==> config.mk <==
export PLATFORM = sky130hd
export DESIGN_NAME = bram_arbiter
export DESIGN_NICKNAME = d
export VERILOG_FILES = /design/src/rtl/bram_arbiter.sv
export SDC_FILE = /design/constraint.sdc
export NUM_CORES = 1
export LEC_CHECK = 0
export CAP_MARGIN = 30
export CORE_MARGIN = 2
export CORE_UTILIZATION = 38
export DETAILED_ROUTE_END_ITERATION = 8
export PLACE_DENSITY = 0.86
export RECOVER_POWER = 25
export SKIP_LAST_GASP = 1
export SLEW_MARGIN = 0
export SYNTH_ARGS = -nofsm -noshare
export SYNTH_HDL_FRONTEND = slang
export SYNTH_SLANG_ARGS = --single-unit
==> constraint.sdc <==
create_clock -name clk -period 2.45 [get_ports clk]
set_input_delay 0.735 -clock clk [delete_from_list [all_inputs] [get_ports clk]]
set_output_delay 0.735 -clock clk [all_outputs]
set_load 0.01 [all_outputs]
==> src/rtl/bram_arbiter.sv <==
// bram_arbiter: shares one simple-dual-port, byte-strobed block RAM between
// two requesters. Round-robin arbitration in IDLE, one-cycle writes and
// incrementing read bursts; one transaction in flight at a time.
module bram_arbiter #(
  parameter int SIZE = 1024,
  parameter int COLS = 4,
  parameter int LW   = 2,
  parameter int AW   = $clog2(SIZE),
  parameter int DW   = COLS * 8
) (
  input  logic              clk,
  input  logic              rst_n,
  input  logic [1:0]        m_req,
  input  logic [1:0]        m_we,
  input  logic [2*AW-1:0]   m_addr,
  input  logic [2*LW-1:0]   m_len,
  input  logic [2*COLS-1:0] m_wstrb,
  input  logic [2*DW-1:0]   m_wdata,
  output logic [1:0]        m_gnt,
  output logic [1:0]        m_rvalid,
  output logic [1:0]        m_rlast,
  output logic [DW-1:0]     m_rdata,
  output logic [COLS-1:0]   b_wstrb,
  output logic [AW-1:0]     b_waddr,
  output logic [DW-1:0]     b_wdata,
  output logic [AW-1:0]     b_raddr,
  input  logic [DW-1:0]     b_rdata
);

  typedef enum logic [1:0] {
    IDLE = 2'd0,
    WR   = 2'd1,
    RD   = 2'd2
  } state_t;

  state_t          state_reg;
  logic            ptr_reg;     // master that wins when both request
  logic            owner_reg;   // master being serviced
  logic [AW-1:0]   addr_reg;    // next read address of the burst
  logic [LW-1:0]   cnt_reg;     // beats still to issue after the current one

  // Per-master views of the packed command buses
  logic          we_m    [2];
  logic [AW-1:0] addr_m  [2];
  logic [LW-1:0] len_m   [2];
  logic [COLS-1:0] wstrb_m [2];
  logic [DW-1:0] wdata_m [2];

  logic          grant_valid;
  logic          winner;

  function automatic logic [1:0] onehot(input logic idx);
    return idx ? 2'b10 : 2'b01;
  endfunction

  genvar gi;
  generate
    for (gi = 0; gi < 2; gi++) begin : g_unpack
      assign we_m[gi]    = m_we[gi];
      assign addr_m[gi]  = m_addr[gi*AW +: AW];
      assign len_m[gi]   = m_len[gi*LW +: LW];
      assign wstrb_m[gi] = m_wstrb[gi*COLS +: COLS];
      assign wdata_m[gi] = m_wdata[gi*DW +: DW];
    end
  endgenerate

  // Read data is not re-registered: the RAM output is already one cycle
  // behind the address, which lines up with m_rvalid.
  assign m_rdata = b_rdata;

  // Round-robin pick: a lone requester always wins, a tie goes to ptr_reg
  always_comb begin
    grant_valid = |m_req;
    winner      = ptr_reg;
    if (m_req == 2'b01) begin
      winner = 1'b0;
    end else if (m_req == 2'b10) begin
      winner = 1'b1;
    end
  end

  // Control FSM: arbitration, command latching, RAM port drive and grant
  always_ff @(posedge clk or negedge rst_n) begin
    if (!rst_n) begin
      state_reg <= IDLE;
      ptr_reg   <= 1'b0;
      owner_reg <= 1'b0;
      addr_reg  <= '0;
      cnt_reg   <= '0;
      m_gnt     <= '0;
      b_wstrb   <= '0;
      b_waddr   <= '0;
      b_wdata   <= '0;
      b_raddr   <= '0;
    end else begin
      // Pulses default low; only the cycle that needs them raises them
      m_gnt   <= '0;
      b_wstrb <= '0;
      case (state_reg)
        IDLE: begin
          if (grant_valid) begin
            owner_reg <= winner;
            ptr_reg   <= ~winner;
            m_gnt     <= onehot(winner);
            if (we_m[winner]) begin
              // The write itself happens in the single WR cycle
              state_reg <= WR;
              b_wstrb   <= wstrb_m[winner];
              b_waddr   <= addr_m[winner];
              b_wdata   <= wdata_m[winner];
            end else begin
              // First beat address goes out in the first RD cycle
              state_reg <= RD;
              b_raddr   <= addr_m[winner];
              addr_reg  <= addr_m[winner] + 1'b1;
              cnt_reg   <= len_m[winner];
            end
          end
        end
        WR: begin
          state_reg <= IDLE;
        end
        RD: begin
          if (cnt_reg == '0) begin
            state_reg <= IDLE;
          end else begin
            // Address wraps naturally at 2^AW
            b_raddr  <= addr_reg;
            addr_reg <= addr_reg + 1'b1;
            cnt_reg  <= cnt_reg - 1'b1;
          end
        end
        default: begin
          state_reg <= IDLE;
        end
      endcase
    end
  end

  // Read return: flag each beat one cycle after its address was issued
  always_ff @(posedge clk or negedge rst_n) begin
    if (!rst_n) begin
      m_rvalid <= '0;
      m_rlast  <= '0;
    end else begin
      m_rvalid <= '0;
      m_rlast  <= '0;
      if (state_reg == RD) begin
        m_rvalid <= onehot(owner_reg);
        if (cnt_reg == '0) begin
          m_rlast <= onehot(owner_reg);
        end
      end
    end
  end

  // Structural invariants of the handshake outputs
  a_gnt_onehot0 : assert property (@(posedge clk) disable iff (!rst_n)
    $onehot0(m_gnt));
  a_rvalid_onehot0 : assert property (@(posedge clk) disable iff (!rst_n)
    $onehot0(m_rvalid));
  a_rlast_has_valid : assert property (@(posedge clk) disable iff (!rst_n)
    (m_rlast & ~m_rvalid) == 2'b00);

endmodule
==> results by group <==
Global routing
  • Vias in the first global route: 3751
  • First-pass GRT wire length: 18.0 mm
  • GR peak layer: met2
  • Initial antenna violation count: 0
  • GR Util met1: 22.7%
  • Met2 Use GR: 36.5%
  • Total gr overflow: 0
  • Largest net degree at the start of global routing: 47
  • GRT Total Usage: 20.4%
  • M3 GR Usage: 6.80%

Worst hold path
  • WHS Endpoint: addr_reg[1]$_DFFE_PN0P_
  • Hold crit path type: flop to flop
  • HP Start: addr_reg[1]$_DFFE_PN0P_
  • Hold depth: 2

Synth
  • Ys Warns: 0
  • Synth Cell Area: 0.00393 sq mm
  • Asr flop ratio synth: 100%
  • Seq/Total Area, Yosys: 49.7%
  • Syn nets: 542
  • Top cells by area, synth: dfrtp_1 (50%), mux2i_1 (12%), buf_4 (6.1%)
  • Flops & latches, synth: 78
  • Synth top area share: 49.7%
  • Main synth FF type: dfrtp_1
  • Avg Cell Area, Syn: 9.67 sq um
  • Unique masters post-synth: 38
  • Number of synthesized flops with an enable pin: 0
  • Syn Inst Count: 406
  • Area leader, netlist: dfrtp_1

Drt
  • Average routed wire per standard cell: 15.9 microns
  • Drt pass-1 iters: 5
  • Vias per cell: 4.94
  • Antenna viol nets, final: 0
  • Initial drt markers: 184
  • Drc violations: 0
  • Vias: 3486
  • Drt total wl: 11.2 mm

Timing
  • Slew Limit Fails: 34
  • Clock skew: 8.46 ps
  • Hold Vio Cnt, Final: 0
  • Max-slew headroom at the worst pin: -18.6%
  • Post-route setup TNS: 0 ps
  • PnR worst setup slack: 101 ps
  • RSZ-0062 raised after global routing: true
  • Fin crit period: 2350 ps
  • Final setup fails: 0
  • Worst slew pin tran: 1780 ps
  • F_max: 426 MHz
  • Fin crit share: 95.9%

Setup path
  • Setup CP Type: input port to flop
  • Flop-to-flop setup slack: 210 ps
  • Critical R2R Launch: state_reg[1]$_DFFE_PN0P_
  • WP data arrival: 2610 ps
  • Nature of the critical path endpoint: flop
  • Worst R2R End: addr_reg[7]$_DFFE_PN0P_
  • Crit start category: input port
  • CP Data Required Time: 2720 ps
  • Crit-path max FO: 4
  • Worst R2R Path Depth: 8

Die
  • Core Area: 0.0102 sq mm
  • Die area: 0.0112 sq mm
  • DIE HEIGHT: 106 microns
  • Die width: 106 microns
  • IO Count: 228
  • Initial Util: 38.5%
  • # rows: 37

Finish
  • Synth-to-Final Area Change: 50.5%
  • Final nets: 700
  • Max FFs per register: 32
  • Most frequent cells in the layout: clkdlybuf4s50_1 (160), dfrtp_1 (78), nor2_1 (62), mux2i_1 (48), nand2_1 (48)
  • Largest Register: b_wdata
  • Layout cells sized above 1: 12.7%
  • Commonest non-fill, non-tap cell in the layout: clkdlybuf4s50_1
  • Cell Count, Final, Fillers Out: 705
  • # diodes: 0
  • Final core occ: 58.0%
  • # fillers: 869

CTS
  • Reg clk slew, reported paths: 80 ps
  • CTS buffer count: 9
  • CTS tree: yes
  • Hold Buf Count CTS: 0
  • Root Buffer: clkbuf_8
  • Clock Path Buffers: 2
  • CTS sink count: 78
  • Number of H-tree levels: 3
  • Insertion delay to the later sink of the worst-skew pair: 350 ps

Run status
  • Outcome: finished with violations
  • Failing checks: max-capacitance violations, max-slew violations

Power and ir drop
  • Peak supply drop: 0.594 mV
  • Pwr/cell area: 1210 mW/mm^2
  • Leakage: 2.63 nW

Job
  • Max Cap Violations: 1

Placed design
  • Placer Congestion: 0.846
  • Pre-CTS WS: -705 ps
  • Dpl cells: 687
  • PortBufs: 163
  • Post-DP HPWL: 8.50 mm
[report_power, final]
| group | leakage (nW) | internal [mW] | switching [mW] |
|---|---|---|---|
| registers | 0.906 | 1.90 | 0.332 |
| clock network | 0.0893 | 0.396 | 0.488 |
| logic | 1.63 | 2.06 | 1.97 |
[cells by family after synthesis]
group | count (synthesis) | synth area share [%]
simple gates | 137 | 15.4
flops | 78 | 49.7
compound gates | 76 | 11.3
buf+inv | 58 | 9.18
mux | 49 | 12.5
xor+xnor | 6 | 1.34
fa+ha+maj | 2 | 0.637
[critical path: stages]
cell and delay, ps:
clkdlybuf4s50_1 490, a2111oi_0 70, buf_4 160, a211oi_4 280, and2_4 230, nand4_4 110, or3_1 370, a31oi_1 180
[final cells by class]
cell class                 count  area (sq um)  area share [%]
tap                          136           170            2.88
multi-input combinational    270          1650            28.0
sequential                    78          1950            33.0
clock buffer                  11           141            2.39
inverter                       4          15.0           0.254
timing repair buffer         201          1940            32.9
clock inverter                 5          35.0           0.593
[Yosys cell counts, types with 2 or more instances]
cell type  number
a2111oi_0       4
a211oi_2        2
a21oi_1        47
a21oi_2         5
a31oi_1         3
and3_1          3
buf_1           2
buf_2           6
buf_4          32
buf_6           2
clkbuf_1       12
dfrtp_1        78
ha_1            2
inv_1           3
mux2i_1        49
nand2_1        48
nand2b_1        2
nand3_1         2
nand4_1         2
nor2_1         63
nor2b_1         6
nor3_1          2
o21ai_0         3
o21ai_1         9
or3_1           2
xor2_1          5
[how the worst max path moves through the flow]
stage	start	to	slack [ps]
floorplan	m_req[1]	addr_reg[8]$_DFFE_PN0P_	-240
global placement	m_req[0]	addr_reg[8]$_DFFE_PN0P_	-630
detailed placement	m_req[0]	addr_reg[8]$_DFFE_PN0P_	-700
CTS	m_req[0]	addr_reg[8]$_DFFE_PN0P_	9
global route	m_req[1]	addr_reg[8]$_DFFE_PN0P_	-10
finish	m_addr[3]	addr_reg[7]$_DFFE_PN0P_	100
[per-stage QoR]
| stage | total power, mW | cell area (sq um) | hold WS (ps) |
|---|---|---|---|
| finish | 7.16 | 5910 | 491 |
| global route | 7.67 | 5910 | 523 |
| CTS | 7.17 | 5920 | 326 |
| detailed placement | 6.20 | 5710 | 468 |
| global placement | 6.03 | 5710 | 459 |
| floorplan | 4.28 | 3930 | 439 |
[what timing repair did]
action,in CTS,in global routing
resized for setup,11,2
cloned,0,0
endpoints found under the setup margin,54,4
pin swaps,6,4
buffers inserted,1,1
[layer usage]
layer | routed length (microns) | up-vias
met4 | 240 | 0
met2 | 5670 | 155
met5 | 0 | -
li1 | - | 1652
met1 | 4410 | 1650
met3 | 879 | 29
Power figures use the tool's default switching activity.
